--- src/rtl/mux_seq_pkg.sv ---
// Shared constants and state encoding for the round-robin mux select sequencer.
package mux_seq_pkg;

  localparam int N_CH    = 8;
  localparam int SEL_W   = 3;
  localparam int DWELL_W = 4;

  typedef enum logic {
    IDLE  = 1'b0,
    GRANT = 1'b1
  } state_t;

endpackage

--- src/rtl/rr_priority_pick.sv ---
// Rotating priority encoder: returns the first requesting channel after base,
// wrapping around and finishing on base itself so a sole requester can win again.
module rr_priority_pick #(
  parameter int N_CH  = 8,
  parameter int SEL_W = 3
) (
  input  logic [N_CH-1:0]  req,
  input  logic [SEL_W-1:0] base,
  output logic [SEL_W-1:0] idx,
  output logic             found
);

  // Scan from the farthest offset down to base+1 so the closest requester wins;
  // the offset N_CH truncates to base itself, which gives it the lowest priority.
  always_comb begin
    idx   = '0;
    found = 1'b0;
    for (int k = N_CH; k >= 1; k--) begin
      if (req[base + SEL_W'(k)]) begin
        idx   = base + SEL_W'(k);
        found = 1'b1;
      end
    end
  end

endmodule

--- src/rtl/mux_rr_sel_sequencer.sv ---
// Round-robin select sequencer driving the Sel/Enable pins of the registered
// 8:1 byte mux, with a per-grant dwell limit, a hold freeze and a Switch tag.
module mux_rr_sel_sequencer
  import mux_seq_pkg::*;
(
  input  logic               clock,
  input  logic               reset,
  input  logic [N_CH-1:0]    req,
  input  logic [DWELL_W-1:0] dwell,
  input  logic               hold,
  output logic [SEL_W-1:0]   sel,
  output logic               enable,
  output logic [N_CH-1:0]    grant,
  output logic               switch
);

  state_t             state;
  state_t             nextState;
  logic [SEL_W-1:0]   ptr;
  logic [SEL_W-1:0]   nextPtr;
  logic [DWELL_W-1:0] cnt;
  logic [DWELL_W-1:0] nextCnt;
  logic [DWELL_W-1:0] loadCnt;
  logic [SEL_W-1:0]   nextSel;
  logic               nextEnable;
  logic [N_CH-1:0]    nextGrant;
  logic               nextSwitch;
  logic [SEL_W-1:0]   pickBase;
  logic [SEL_W-1:0]   pickIdx;
  logic               pickFound;

  // In GRANT ptr already equals sel, so one shared picker serves both paths.
  assign pickBase = (state == GRANT) ? sel : ptr;

  rr_priority_pick #(
    .N_CH  (N_CH),
    .SEL_W (SEL_W)
  ) uPick (
    .req   (req),
    .base  (pickBase),
    .idx   (pickIdx),
    .found (pickFound)
  );

  // A dwell of zero behaves like a dwell of one: the grant lasts a single cycle.
  assign loadCnt = (dwell == '0) ? '0 : dwell - DWELL_W'(1);

  // Next-state and next-output decisions for the IDLE/GRANT sequencer.
  always_comb begin
    nextState  = state;
    nextPtr    = ptr;
    nextCnt    = cnt;
    nextSel    = sel;
    nextEnable = enable;
    nextSwitch = 1'b0;
    unique case (state)
      IDLE: begin
        if (pickFound) begin
          nextState  = GRANT;
          nextSel    = pickIdx;
          nextPtr    = pickIdx;
          nextCnt    = loadCnt;
          nextEnable = 1'b1;
          nextSwitch = 1'b1;
        end else begin
          nextEnable = 1'b0;
        end
      end
      GRANT: begin
        if (hold) begin
          nextSwitch = 1'b0;
        end else if (!req[sel] || (cnt == '0)) begin
          if (pickFound) begin
            nextSel    = pickIdx;
            nextPtr    = pickIdx;
            nextCnt    = loadCnt;
            nextEnable = 1'b1;
            nextSwitch = 1'b1;
          end else begin
            nextState  = IDLE;
            nextEnable = 1'b0;
          end
        end else begin
          nextCnt = cnt - DWELL_W'(1);
        end
      end
      default: begin
        nextState  = IDLE;
        nextEnable = 1'b0;
      end
    endcase
    nextGrant = nextEnable ? (N_CH'(1) << nextSel) : '0;
  end

  // State, pointer, counter and all mux-facing outputs register together.
  always_ff @(posedge clock) begin
    if (reset) begin
      state  <= IDLE;
      ptr    <= SEL_W'(N_CH - 1);
      cnt    <= '0;
      sel    <= '0;
      enable <= 1'b0;
      grant  <= '0;
      switch <= 1'b0;
    end else begin
      state  <= nextState;
      ptr    <= nextPtr;
      cnt    <= nextCnt;
      sel    <= nextSel;
      enable <= nextEnable;
      grant  <= nextGrant;
      switch <= nextSwitch;
    end
  end

endmodule

--- config.mk ---
export PLATFORM = sky130hd
export DESIGN_NAME = mux_rr_sel_sequencer
export DESIGN_NICKNAME = d
export VERILOG_FILES = /design/src/rtl/mux_seq_pkg.sv /design/src/rtl/rr_priority_pick.sv /design/src/rtl/mux_rr_sel_sequencer.sv
export SDC_FILE = /design/constraint.sdc
export NUM_CORES = 1
export LEC_CHECK = 0
export ABC_CLOCK_PERIOD_IN_PS = 4600
export CELL_PAD_IN_SITES_DETAIL_PLACEMENT = 2
export CELL_PAD_IN_SITES_GLOBAL_PLACEMENT = 2
export CORE_MARGIN = 3
export CORE_UTILIZATION = 34
export DETAILED_ROUTE_END_ITERATION = 8
export PLACE_DENSITY_LB_ADDON = 0.08
export SLEW_MARGIN = 10
export SYNTH_ARGS = -nofsm -noshare
export SYNTH_HDL_FRONTEND = slang
export SYNTH_SLANG_ARGS = --single-unit
--- constraint.sdc ---
create_clock -name clock -period 4.6 [get_ports clock]
set_clock_uncertainty 0.2 [all_clocks]
set_input_delay 1.15 -clock clock [delete_from_list [all_inputs] [get_ports clock]]
set_output_delay 1.15 -clock clock [all_outputs]
set_load 0.1 [all_outputs]
==> metrics.txt, run 1 <==
status=complete, no violations; Final GP Congestion=0.862; fmax=243 MHz; YS warnings=0; largest net degree at the start of global routing=16; Synth Flop Type=dfxtp_1; starting DRC count in detailed routing=109; Starting Density=between 30% and 40%; Critical Path RT=roughly 4.6 ns; die area=approximately 6600 um2; Setup CP Type=flip-flop to flip-flop; Mapped Cells=between 200 and 250; min Tclk post-route=4.12 ns; commonest non-fill, non-tap cells in the layout=27 x clkdlybuf4s50_1, 21 x nor2_1, 21 x dfxtp_1; count of final setup violators=0; Worst Hold Class=flip-flop to flip-flop; Clock Tree Buf Depth=2; max_cap viols=0; Crit path arrival time=4.10 ns; Residual DRC=0; Seq cells post-synth=21; final-stage net count=256; CTS tree=done; Internal Power=0.844 mW; Synth area leaders=dfxtp_1 22%, mux4_2 14%, mux2i_1 10%; switching part of the total power=between 50% and 60%; Cells after DPL=a little over 300; setup_tns=0 ns; Simple-Gate Fraction of Synth Area=21.4%; I/O pins=28; chip height=a little over 80 um; Peak supply drop=416 uV; global-route wire length before repair=10.6 mm; pre-CTS setup slack=0.211 ns; CP max stage delay=0.67 ns; post-route non-filler standard cell count=307; clock transition at the registers of the reported paths=approximately 0.080 ns; Mapped Avg Cell Area=approximately 9 um2; Worst Path Buf+Inv=1; mux cell area share after synthesis=approximately 29%; Flop pwr share=15.1%; clk root buf=clkbuf_8; post-synth cell types=between 60 and 70; clock power share=6.7%; Die X=81.3 um; crit path max fanout=9; Slew @ Worst Pin=between 0.9 and 1 ns; drt wl/cell=21.2 um; Num CTS Buffers=3; Rel. slew slack=34.2%; H-tree levels=1; core area=approximately 5300 um2; switching pwr=approximately 1.0 mW; CP Capture Type=flip-flop; post-synthesis xor/xnor area fraction=under 10%; Synth async-reset ratio=0%; Post-CTS Resized=0; Setup Fix Bufs, Post-CTS=0; Site Rows=26; Gate power share=78.2%; final worst setup slack=0.477 ns; CTS Hold Bufs=0; Lkg Pwr=0.840 nW; Pwr Density=809 nW/um2; Mapped Area=1930 um2; Tot GR Track Use=20.7%; Final Hold Vio Count=0; post-synth top area share=a little over a fifth; RSZ-0062 raised after global routing=false; layout cells sized above 1=between 10% and 20%; Seq/Total Area, Yosys=21.8%; Synth area leader=dfxtp_1; hold_ws=0.331 ns; most common cell after layout, fill and taps aside=clkdlybuf4s50_1; Area Overhead vs Synth=20.8%; Routed Antenna Nets=0; 1st-pass router iterations=4; Max Slew Vio Count=0; worst path cell trace=mux2i_2, buf_4, mux2i_1, mux4_2, nand3b_1, o21ai_1, nor4b_1, o21bai_2, nor4b_2; vias in the first global route=approximately 2,000; # port buffers=27; Post-Syn Nets=227; Final Cycle Share=89.6%; final WL=6.50 mm; Via density=6.15; initial antenna violation count=0; GRT overflow=0; largest family of logic cells by synthesized area=multiplexers; number of inserted diodes=0; post-DP HPWL=5.00 mm; DR vias=roughly 1,900; cell family with most CP delay=multiplexers; Synth Area in Compound Gates=20.6%; post-synthesis adder-cell area fraction=1.95%; startpoint types=flip-flop; CTS Sinks=21; EDFF count, synth=0; CP max-delay cell=mux2i_1; Clock Latency Late Sink=~0.26 ns; flop-to-flop setup slack=0.48 ns
==> worst register-to-register path: cells and delay by family, from the launching register on <==
family          cells  cell delay [ns]
flops               1             0.64
simple gates        3             0.88
compound gates      2             0.40
buf+inv             1             0.27
mux                 3             1.66
==> cells in the mapped netlist (4+ instances only) <==
cell type	number
inv_1	5
a21oi_1	7
dfxtp_1	21
mux2_2	4
o21ai_0	10
clkbuf_1	4
nand3_1	7
mux4_2	12
nor2b_1	4
nor3_1	9
mux2i_1	20
nor2_1	21
nand2_1	7
==> per-layer routing <==
metal	part of all wire [%]	GRT usage, %	vias up
met5	0	0	-
met4	0.29	2.70	0
met3	4.0	2.88	2
met2	47	34.1	46
met1	48	29.5	963
li1	-	-	876
==> kinds of logic (layout without fill, tap and decap cells) <==
group / count (synthesis) / in the layout
adder cells (fa/ha/maj): 3 / 3
XOR/XNOR: 2 / 2
AO/OA/AOI/OAI: 56 / 56
buffers and inverters: 15 / 43
multiplexers: 39 / 39
AND/OR/NAND/NOR: 73 / 73
flip-flops: 21 / 21
==> metrics by stage <==
stage | utilization [%] | instance area (um2) | total power, mW
2_1_floorplan | - | 1930 | 1.38
3_3_place_gp | 42.9 | 2270 | 1.69
3_5_place_dp | 42.9 | 2270 | 1.75
4_1_cts | 43.8 | 2320 | 1.89
5_1_grt | 44.0 | 2330 | 2.01
6_report | 44.0 | 2330 | 1.89
==> sequential cells by signal, summed over array words and instances (netlist names) <==
name / flops
enable: 1
switch: 1
state: 1
grant: 8
cnt: 4
sel: 3
ptr: 3
==> power groups by stage <==
stage	clock network (mW)	registers (mW)	logic, mW
2_1_floorplan	0	0.538	0.845
5_1_grt	0.140	0.294	1.57
4_1_cts	0.133	0.285	1.47
3_5_place_dp	0	0.288	1.46
6_report	0.126	0.285	1.47
3_3_place_gp	0	0.285	1.40
==> path summary, 6_finish.rpt <==
path	startpoint	endpoint	depth (start not counted)
hold / removal	cnt[0]$_SDFFE_PP0N_	cnt[0]$_SDFFE_PP0N_	1
hold reg to reg	cnt[0]$_SDFFE_PP0N_	cnt[0]$_SDFFE_PP0N_	1
setup / recovery	state$_SDFF_PP0_	grant[6]$_SDFF_PP0_	9
setup reg to reg	state$_SDFF_PP0_	grant[6]$_SDFF_PP0_	9
==> cell type report <==
cell class                      instances  area (um2)
Fill cell                             580        2970
Multi-Input combinational cell        173        1440
Sequential cell                        21         420
Timing Repair Buffer                   32         308
Tap cell                               70        87.6
Clock buffer                            3        41.3
Inverter                                7        26.3
Clock inverter                          1        7.51
Power figures use the tool's default switching activity.
==> inputs of run 2 (changes only) <==
--- a/config.mk
+++ b/config.mk
@@ -11,6 +11,7 @@
 export CORE_MARGIN = 3
 export CORE_UTILIZATION = 34
 export DETAILED_ROUTE_END_ITERATION = 8
+export GPL_ROUTABILITY_DRIVEN = 0
 export PLACE_DENSITY_LB_ADDON = 0.08
 export SLEW_MARGIN = 10
 export SYNTH_ARGS = -nofsm -noshare
==> results of run 2 <==
No change in the layout: final DEF, timing and power equal those of run 1.
